**src/rtl/reg_window_ctrl_if.sv**
```systemverilog
// Signal bundle between the window controller, the control unit, the register file and the spill stack memory.
// master is the controller's view; slave is the surrounding datapath/memory view.
interface reg_window_ctrl_if #(
    parameter int ADDR_W = 16
);
    logic              call;
    logic              ret;
    logic              busy;
    logic              done;
    logic              call_err;
    logic              ret_err;
    logic [1:0]        windowOut;
    logic [1:0]        rf_rreg;
    logic [15:0]       rf_rdata;
    logic              rf_we;
    logic [15:0]       rf_wdata;
    logic              mem_req;
    logic              mem_we;
    logic [ADDR_W-1:0] mem_addr;
    logic [15:0]       mem_wdata;
    logic [15:0]       mem_rdata;
    logic              mem_ack;

    modport master (
        input  call, ret, rf_rdata, mem_rdata, mem_ack,
        output busy, done, call_err, ret_err, windowOut, rf_rreg,
               rf_we, rf_wdata, mem_req, mem_we, mem_addr, mem_wdata
    );

    modport slave (
        output call, ret, rf_rdata, mem_rdata, mem_ack,
        input  busy, done, call_err, ret_err, windowOut, rf_rreg,
               rf_we, rf_wdata, mem_req, mem_we, mem_addr, mem_wdata
    );
endinterface

```
**src/rtl/reg_window_ctrl.sv**
```systemverilog
// Register window pointer owner: CALL/RET moves, spilling/filling the oldest window's base register to a memory stack.
// Optional WINCTRL_STATS_EN adds saturating spill_total/fill_total counters.
module reg_window_ctrl #(
    parameter int                ADDR_W     = 16,
    parameter logic [ADDR_W-1:0] STACK_BASE = 16'h0F00,
    parameter int                MAX_SPILL  = 8,
    parameter int                RD_LAT     = 2
) (
    input  logic               clk,
    input  logic               rst,
    reg_window_ctrl_if.master  bus
`ifdef WINCTRL_STATS_EN
    ,
    output logic [15:0]        spill_total,
    output logic [15:0]        fill_total
`endif
);
    localparam int SPW = $clog2(MAX_SPILL + 1);
    localparam int CW  = $clog2(RD_LAT + 1);

    typedef enum logic [2:0] {IDLE, SP_RD, SP_WR, FL_RD, FL_SYNC, FL_WR} state_e;

    state_e            state_q, state_d;
    logic [1:0]        cur_q, cur_d;
    logic [2:0]        res_q, res_d;
    logic [SPW-1:0]    spill_q, spill_d;
    logic [ADDR_W-1:0] sp_q, sp_d;
    logic [CW-1:0]     lat_q, lat_d;
    logic [15:0]       data_q, data_d;
    logic [1:0]        win_q, win_d;
    logic              done_q, done_d;
    logic              cerr_q, cerr_d;
    logic              rerr_q, rerr_d;

    always_comb begin
        state_d = state_q;
        cur_d   = cur_q;
        res_d   = res_q;
        spill_d = spill_q;
        sp_d    = sp_q;
        lat_d   = lat_q;
        data_d  = data_q;
        done_d  = 1'b0;
        cerr_d  = cerr_q;
        rerr_d  = rerr_q;
        case (state_q)
            IDLE: begin
                if (bus.call) begin
                    if (res_q != 3'd4) begin
                        cur_d  = cur_q + 2'd1;
                        res_d  = res_q + 3'd1;
                        done_d = 1'b1;
                    end else if (spill_q == SPW'(MAX_SPILL)) begin
                        cerr_d = 1'b1;
                        done_d = 1'b1;
                    end else begin
                        lat_d   = '0;
                        state_d = SP_RD;
                    end
                end else if (bus.ret) begin
                    if (res_q != 3'd1) begin
                        cur_d  = cur_q - 2'd1;
                        res_d  = res_q - 3'd1;
                        done_d = 1'b1;
                    end else if (spill_q == '0) begin
                        rerr_d = 1'b1;
                        done_d = 1'b1;
                    end else begin
                        sp_d    = sp_q - ADDR_W'(1);
                        state_d = FL_RD;
                    end
                end
            end
            SP_RD: begin
                // The oldest window became visible on the edge into SP_RD; its data is valid RD_LAT edges later.
                if (lat_q == CW'(RD_LAT - 1)) begin
                    data_d  = bus.rf_rdata;
                    state_d = SP_WR;
                end else begin
                    lat_d = lat_q + CW'(1);
                end
            end
            SP_WR: begin
                if (bus.mem_ack) begin
                    sp_d    = sp_q + ADDR_W'(1);
                    spill_d = spill_q + SPW'(1);
                    cur_d   = cur_q + 2'd1;
                    done_d  = 1'b1;
                    state_d = IDLE;
                end
            end
            FL_RD: begin
                if (bus.mem_ack) begin
                    data_d  = bus.mem_rdata;
                    state_d = FL_SYNC;
                end
            end
            FL_SYNC: state_d = FL_WR;
            FL_WR: begin
                cur_d   = cur_q - 2'd1;
                spill_d = spill_q - SPW'(1);
                done_d  = 1'b1;
                state_d = IDLE;
            end
            default: state_d = IDLE;
        endcase
        // windowOut is registered, so it is derived from where the FSM is heading
        case (state_d)
            SP_RD:          win_d = cur_d + 2'd1;
            FL_SYNC, FL_WR: win_d = cur_d - 2'd1;
            default:        win_d = cur_d;
        endcase
    end

    always_ff @(posedge clk) begin
        if (rst) begin
            state_q <= IDLE;
            cur_q   <= '0;
            res_q   <= 3'd1;
            spill_q <= '0;
            sp_q    <= STACK_BASE;
            lat_q   <= '0;
            data_q  <= '0;
            win_q   <= '0;
            done_q  <= 1'b0;
            cerr_q  <= 1'b0;
            rerr_q  <= 1'b0;
        end else begin
            state_q <= state_d;
            cur_q   <= cur_d;
            res_q   <= res_d;
            spill_q <= spill_d;
            sp_q    <= sp_d;
            lat_q   <= lat_d;
            data_q  <= data_d;
            win_q   <= win_d;
            done_q  <= done_d;
            cerr_q  <= cerr_d;
            rerr_q  <= rerr_d;
        end
    end

    assign bus.busy      = (state_q != IDLE);
    assign bus.done      = done_q;
    assign bus.call_err  = cerr_q;
    assign bus.ret_err   = rerr_q;
    assign bus.windowOut = win_q;
    assign bus.rf_rreg   = 2'd0;
    assign bus.rf_we     = (state_q == FL_WR);
    assign bus.rf_wdata  = (state_q == FL_WR) ? data_q : 16'd0;
    assign bus.mem_req   = (state_q == SP_WR) || (state_q == FL_RD);
    assign bus.mem_we    = (state_q == SP_WR);
    assign bus.mem_addr  = sp_q;
    assign bus.mem_wdata = (state_q == SP_WR) ? data_q : 16'd0;

`ifdef WINCTRL_STATS_EN
    logic [15:0] spill_tot_q, fill_tot_q;

    always_ff @(posedge clk) begin
        if (rst) begin
            spill_tot_q <= 16'd0;
            fill_tot_q  <= 16'd0;
        end else begin
            if (state_q == SP_WR && bus.mem_ack && spill_tot_q != 16'hFFFF)
                spill_tot_q <= spill_tot_q + 16'd1;
            if (state_q == FL_WR && fill_tot_q != 16'hFFFF)
                fill_tot_q <= fill_tot_q + 16'd1;
        end
    end

    assign spill_total = spill_tot_q;
    assign fill_total  = fill_tot_q;
`endif
endmodule

```
**src/flat_wrapper.sv**
```systemverilog
// flat-port wrapper written by rule: the top's interface ports become plain ports
module reg_window_ctrl_flat 
#(
    parameter int                ADDR_W     = 16,
    parameter logic [ADDR_W-1:0] STACK_BASE = 16'h0F00,
    parameter int                MAX_SPILL  = 8,
    parameter int                RD_LAT     = 2
)
  (clk, rst, bus_call, bus_ret, bus_rf_rdata, bus_mem_rdata, bus_mem_ack, bus_busy, bus_done, bus_call_err, bus_ret_err, bus_windowOut, bus_rf_rreg, bus_rf_we, bus_rf_wdata, bus_mem_req, bus_mem_we, bus_mem_addr, bus_mem_wdata);
  reg_window_ctrl_if #(.ADDR_W(ADDR_W)) bus_i ();
  input  logic clk;
  input  logic rst;
  input wire logic [$bits(bus_i.call)-1:0] bus_call;
  input wire logic [$bits(bus_i.ret)-1:0] bus_ret;
  input wire logic [$bits(bus_i.rf_rdata)-1:0] bus_rf_rdata;
  input wire logic [$bits(bus_i.mem_rdata)-1:0] bus_mem_rdata;
  input wire logic [$bits(bus_i.mem_ack)-1:0] bus_mem_ack;
  output wire logic [$bits(bus_i.busy)-1:0] bus_busy;
  output wire logic [$bits(bus_i.done)-1:0] bus_done;
  output wire logic [$bits(bus_i.call_err)-1:0] bus_call_err;
  output wire logic [$bits(bus_i.ret_err)-1:0] bus_ret_err;
  output wire logic [$bits(bus_i.windowOut)-1:0] bus_windowOut;
  output wire logic [$bits(bus_i.rf_rreg)-1:0] bus_rf_rreg;
  output wire logic [$bits(bus_i.rf_we)-1:0] bus_rf_we;
  output wire logic [$bits(bus_i.rf_wdata)-1:0] bus_rf_wdata;
  output wire logic [$bits(bus_i.mem_req)-1:0] bus_mem_req;
  output wire logic [$bits(bus_i.mem_we)-1:0] bus_mem_we;
  output wire logic [$bits(bus_i.mem_addr)-1:0] bus_mem_addr;
  output wire logic [$bits(bus_i.mem_wdata)-1:0] bus_mem_wdata;
  assign bus_i.call = bus_call;
  assign bus_i.ret = bus_ret;
  assign bus_i.rf_rdata = bus_rf_rdata;
  assign bus_i.mem_rdata = bus_mem_rdata;
  assign bus_i.mem_ack = bus_mem_ack;
  assign bus_busy = bus_i.busy;
  assign bus_done = bus_i.done;
  assign bus_call_err = bus_i.call_err;
  assign bus_ret_err = bus_i.ret_err;
  assign bus_windowOut = bus_i.windowOut;
  assign bus_rf_rreg = bus_i.rf_rreg;
  assign bus_rf_we = bus_i.rf_we;
  assign bus_rf_wdata = bus_i.rf_wdata;
  assign bus_mem_req = bus_i.mem_req;
  assign bus_mem_we = bus_i.mem_we;
  assign bus_mem_addr = bus_i.mem_addr;
  assign bus_mem_wdata = bus_i.mem_wdata;
  reg_window_ctrl #(.ADDR_W(ADDR_W), .STACK_BASE(STACK_BASE), .MAX_SPILL(MAX_SPILL), .RD_LAT(RD_LAT)) u_core (.clk(clk), .rst(rst), .bus(bus_i));
endmodule
```
**config.mk**
```make
export PLATFORM = sky130hd
export DESIGN_NAME = reg_window_ctrl_flat
export DESIGN_NICKNAME = d
export VERILOG_FILES = /design/src/rtl/reg_window_ctrl_if.sv /design/src/rtl/reg_window_ctrl.sv /design/src/flat_wrapper.sv
export SDC_FILE = /design/constraint.sdc
export NUM_CORES = 1
export LEC_CHECK = 0
export CAP_MARGIN = 20
export CORE_ASPECT_RATIO = 0.75
export CORE_UTILIZATION = 49
export DETAILED_ROUTE_END_ITERATION = 10
export GPL_TIMING_DRIVEN = 0
export PLACE_DENSITY = 0.82
export SETUP_SLACK_MARGIN = 0.02
export SLEW_MARGIN = 0
export SYNTH_ARGS = -nofsm -noshare
export SYNTH_HDL_FRONTEND = slang
export SYNTH_SLANG_ARGS = --single-unit
export TNS_END_PERCENT = 30
```
**constraint.sdc**
```tcl
create_clock -name clk -period 3.7 [get_ports clk]
set_input_delay 0.74 -clock clk [delete_from_list [all_inputs] [get_ports clk]]
set_output_delay 0.74 -clock clk [all_outputs]
set_load 0.01 [all_outputs]
```
# After elaboration in Yosys (flattened, before gate mapping)
# Index checks and enable logic that the tools add are counted.
# totals
reg_bits,51
latchBits,0
mem_bits_rw,0
mem_bits_ro,0
in_bits,37
output_inout_bits,59
n_memories,0
# classes
add_sub_neg,11
multipliers,0
div_mod_pow,0
order_cmp,0
eq_ne,24
shift,0
muxes,47
bitwise_logic,3
n_reduce_logical,18
# ops
op,n
two-way mux 16 bit,9
case mux 16 bit (2 select lines),2
two-way mux 3 bit,13
"inequality test 2 bit, second input constant",10
two-way mux 2 bit,9
"adder 16 x 1 -> 16 bit, second input constant",1
"subtractor 16 x 1 -> 16 bit, second input constant",1
case mux 3 bit (5 select lines),1
"== test 3 bit, second input constant",4
nonzero test 2 bit,6
AND reduction 5 bit,2
case mux 2 bit (2 select lines),2
case mux 4 bit (2 select lines),1
AND reduction 4 bit,2
two-way mux 1 bit,7
"adder 2 x 1 -> 2 bit, second input constant",3
"== test 3 x 1 -> 1 bit, second input constant",2
"== test 3 x 2 -> 1 bit, second input constant",2
case mux 2 bit (3 select lines),1
AND reduction 6 bit,1
"adder 4 x 1 -> 4 bit, second input constant",1
"== test 4 bit, second input constant",1
logical NOT 4 bit,1
two-way mux 4 bit,1
other kinds (16),20

# Logic depth before layout (Yosys ltp)
# logic_depth
ltp_word,9
mapped_depth,11
ltp_nobuf,9

# Least setup slack after synthesis
# OpenSTA, ideal clock, no wires.
# synth_timing
path_type,reg-to-reg
start,reg u_core.state_q[2]
end,reg u_core.sp_q[13] (netlist: u_core.bus.mem_addr[13])
setup_time_ps,79
arrival_ps,2791
path_slack_ps,830
stages_incl_launch_ff,10
n_path_buf,0
cell_sequence,dfxtp_1 > nor2_1 > nand2_1 > ha_1 > nand2_1 > o31ai_1 > o2111a_1 > o211ai_1 > or4_1 > o211ai_1
# synth_via
elab_chain_cells,3
word_cells_on_any_way,10
# synth_lines
item,line_no,rtl
"start, declared",reg_window_ctrl.sv:23,"state_e state_q, state_d;"
"start signal, assigned",reg_window_ctrl.sv:129,state_q <= state_d;
== test 3 x 2 -> 1 bit or logical NOT 3 bit (tied branches),reg_window_ctrl.sv:46,case (state_q)
inequality test 2 bit (no line) or nonzero test 2 bit (tied branches),n/a,
AND reduction 6 bit (no line),n/a,
"end signal, assigned",reg_window_ctrl.sv:133,sp_q <= sp_d;
"end, declared",reg_window_ctrl.sv:27,"logic [ADDR_W-1:0] sp_q, sp_d;"
# Parallel ways exist; a longest one is shown, timed or not.
# A chain may end at the register's enable or synchronous reset.

# Final worst setup path
# Same ends and word-level chain as after synthesis.

==> summary.md <==
| Metric | Value |
|---|---|
| Peak VDD IR | 0.138 mV |
| Core box area | 6510 sq um |
| Die W | 98.4 um |
| Max-cap violation count | 0 |
| Reg power frac | 0.491 |
| # diodes | 0 |
| Total GRT Usage | 0.277 |
| DRT Pass-1 Iters | 8 |
| CTS root buf | clkbuf_8 |
| Cells after DPL | 610 |
| Crit path DAT | 3810 ps |
| Clock transition at path regs | 100 ps |
| Yosys cell types | 60 |
| Average routed wire per standard cell | 16.2 um |
| H-tree levels | 2 |
| Final non-filler cell total | 618 |
| CP cell instances | nor2_1 > nand2_2 > ha_1 > nand2_1 > o31ai_1 > o2111a_1 > o211ai_1 > or4_1 > o211ai_1 |
| Routed WL | 10.0 mm |
| Clock power share | 0.347 |
| Max incr delay on CP | 590 ps |
| Asr flop ratio synth | 0 |
| Status | finished, violations left |
| Max Slew Vio Count | 0 |
| Actual slew at the worst max-slew pin | 715 ps |
| Die area | 7300 sq um |
| Register area share after synthesis | 0.299 |
| Die height | 74.3 um |
| Final setup viols | 0 |
| Fmax achieved | 281 MHz |
| Fin crit period | 3560 ps |
| Hold Crit Class | flop to flop |
| Post-Syn Area | 3410 sq um |
| Pint | 0.890 mW |
| Hold Slack | 485 ps |
| Final Instance Area | 4550 sq um |
| Final Hold Viols | 0 |
| Worst slack, placed | -6.70 ps |
| Hold buffers post-CTS | 0 |
| Final period utilization | 0.963 |
| CP delay by family, top | simple AND/OR/NAND/NOR gates |
| Switch Pwr | 0.303 mW |
| RSZ-0062 raised after global routing | yes |
| Largest net degree at the start of global routing | 19 |
| Synth top area cells | dfxtp_1 (30%), ha_1 (7.7%), nand2_1 (5.3%) |
| Relative slew slack | 0.522 |
| Failing checks | design-rule violations |
| GRT overflow | 0 |
| Comb pwr share | 0.162 |
| Vias per cell | 5.81 |
| Pleak | 1.83 nW |
| Global-route wire length before repair | 16.0 mm |
| Critical Path Start Type | flop |
| Post-synth top area share | 0.299 |
| Slowest cell on crit path | nor2_1 |
| Postcts setup bufs | 0 |
| I/O pin total | 96 |
| Antenna Nets Post-Route | 0 |
| Worst endpoint required time | 3950 ps |
| CP most frequent cell | o211ai_1 |
| Routability-driven placement congestion ratio | 0.855 |
| I/O Buffers | 91 |
| Sw Ratio | 0.254 |
| CTS tree | yes |
| Vias in the first global route | 3371 |
| Critical Path Sink Type | flop |
| Buffer levels on the longest clock path | 2 |
| Worst-Skew Late Latency | 320 ps |
| Worst-path maximum fanout | 18 |
| Synthesized area per cell | 7.81 sq um |
| Drt drc | 2 |
| Clock Sinks | 51 |
| Pwr/cell area | 262 nW/um^2 |
| Initial antenna violation count | 0 |
| Initial Utilization | 0.524 |
| Clk_skew | 6.27 ps |
| Mapped Cells | 437 |
| Total number of vias | 3593 |
| Fin worst setup slack | 136 ps |
| Share of post-route cells with drive strength above 1 | 0.0577 |
| Setup CP Type | flop to flop |
| Nets | 596 |
| Syn. warnings | 0 |
| Site row count | 25 |
| Largest area contributor in the netlist | dfxtp_1 |
| Dpl cell area | 4430 sq um |
| Area grow syn2layout | 33.3% |
| Main synth FF type | dfxtp_1 |
| Crit path buf inv count | 0 |
| Initial DRC count | 312 |
| Synthesis-stage register bit count | 51 |
| DP HPWL | 7.47 mm |
| Post-synth EDFFs | 0 |
| CTS buffer count | 5 |
Yosys cell counts (all sizes together), types with 2 or more instances:
master	n
o211a	2
o21ai	11
a21o	7
nand3	24
and3	18
nand2b	6
or4	4
ha	21
nor3	8
o21bai	2
a31oi	7
dfxtp	51
nor2	46
a211oi	4
a21oi	34
fa	2
xor2	4
o211ai	6
a311oi	16
inv	12
clkbuf	16
o21a	4
nand3b	3
xnor2	14
mux2i	3
nor4	2
nor2b	5
nand2	49
buf	12
nand4	3
and2	20
final timing paths:
path	from	slack (ps)	cells past startpoint	endpoint
worst max register to register	u_core.state_q[2]	140	9	u_core.bus.mem_addr[13]
worst min register to register	u_core.bus.mem_addr[7]	480	2	u_core.bus.mem_addr[7]
worst min-delay path	u_core.bus.mem_addr[7]	480	2	u_core.bus.mem_addr[7]
worst max-delay path	u_core.state_q[2]	140	9	u_core.bus.mem_addr[13]
power groups by stage:
stage | combinational [mW] | clock (mW) | sequential (mW)
floorplan | 0.109 | 0 | 0.597
global placement | 0.185 | 0 | 0.596
detailed placement | 0.190 | 0 | 0.597
CTS | 0.192 | 0.421 | 0.584
global route | 0.212 | 0.445 | 0.588
finish | 0.193 | 0.414 | 0.585
flip-flops by register name, indices dropped and copies added, names as in the netlist:
register and count:
u_core.spill_q 4, u_core.data_q 16, u_core.bus.windowOut 2, u_core.res_q 3
u_core.bus.done 1, u_core.lat_q 2, u_core.bus.mem_addr 16, u_core.state_q 3
u_core.cur_q 2, u_core.bus.call_err 1, u_core.bus.ret_err 1
area by class of cell:
| class | instances | area [sq um] |
|---|---|---|
| multi-input cells | 346 | 2210 |
| fillers | 524 | 1960 |
| flip-flops and latches | 51 | 1020 |
| repair buffers | 91 | 911 |
| plain buffers | 28 | 136 |
| well taps | 81 | 101 |
| clock buffers | 6 | 82.6 |
| inverters | 13 | 48.8 |
| clock inverters | 2 | 35.0 |
per-stage QoR:
stage,util,total power [mW],setup TNS (ps)
floorplan,-,0.707,0
global placement,0.681,0.780,0
detailed placement,0.681,0.787,-6.70
CTS,0.699,1.20,0
global route,0.699,1.24,0
finish,0.699,1.19,0
metal layers:
metal / up-vias / global-route usage / routed length (um)
met5: - / 0 / 0
met4: 0 / 0.0846 / 132
met3: 13 / 0.0526 / 775
met2: 155 / 0.459 / 4510
met1: 1669 / 0.372 / 4590
li1: 1756 / - / -
worst min-delay path, delay by kind of cell (launching register included):
| kind | cells | cell delay [ps] |
|---|---|---|
| flip-flops | 1 | 340 |
| AO/OA/AOI/OAI | 1 | 50 |
| AND/OR/NAND/NOR | 1 | 60 |
cell usage in the layout (no fill, tap or decap), types with 3 or more instances in the layout:
cell type / synthesis / layout
clkdlybuf4s50_1: 0 / 91
dfxtp_1: 51 / 51
nand2_1: 48 / 47
nor2_1: 46 / 46
a21oi_1: 33 / 33
nand3_1: 24 / 24
ha_1: 21 / 21
and2_1: 20 / 20
and3_1: 18 / 18
a311oi_1: 16 / 16
clkbuf_1: 16 / 15
xnor2_1: 14 / 14
inv_1: 11 / 11
o21ai_0: 11 / 11
nor3_1: 7 / 7
a21o_1: 7 / 7
a31oi_1: 7 / 7
buf_2: 6 / 6
nand2b_1: 6 / 6
o211ai_1: 6 / 6
clkbuf_8: 0 / 6
nor2b_1: 5 / 5
buf_4: 4 / 4
a211oi_1: 4 / 4
o21a_1: 4 / 4
xor2_1: 4 / 4
nand3b_1: 3 / 3
nand4_1: 3 / 3
mux2i_1: 3 / 3
or4_1: 3 / 3
timing repair:
item,CTS,global route
resized for setup,1,2
cloned,0,0
setup endpoints to repair,1,4
cells by family after synthesis:
kind of cell	synth area share
and+or+nand+nor	0.287
AOI/OAI and AO/OA	0.212
muxes	0.0121
adders and majority gates	0.0887
buffers and inverters	0.0539
other	0.00110
xor gates and xnor gates	0.0462
DFF	0.299
Note: power is estimated with default switching activity, not from simulation.
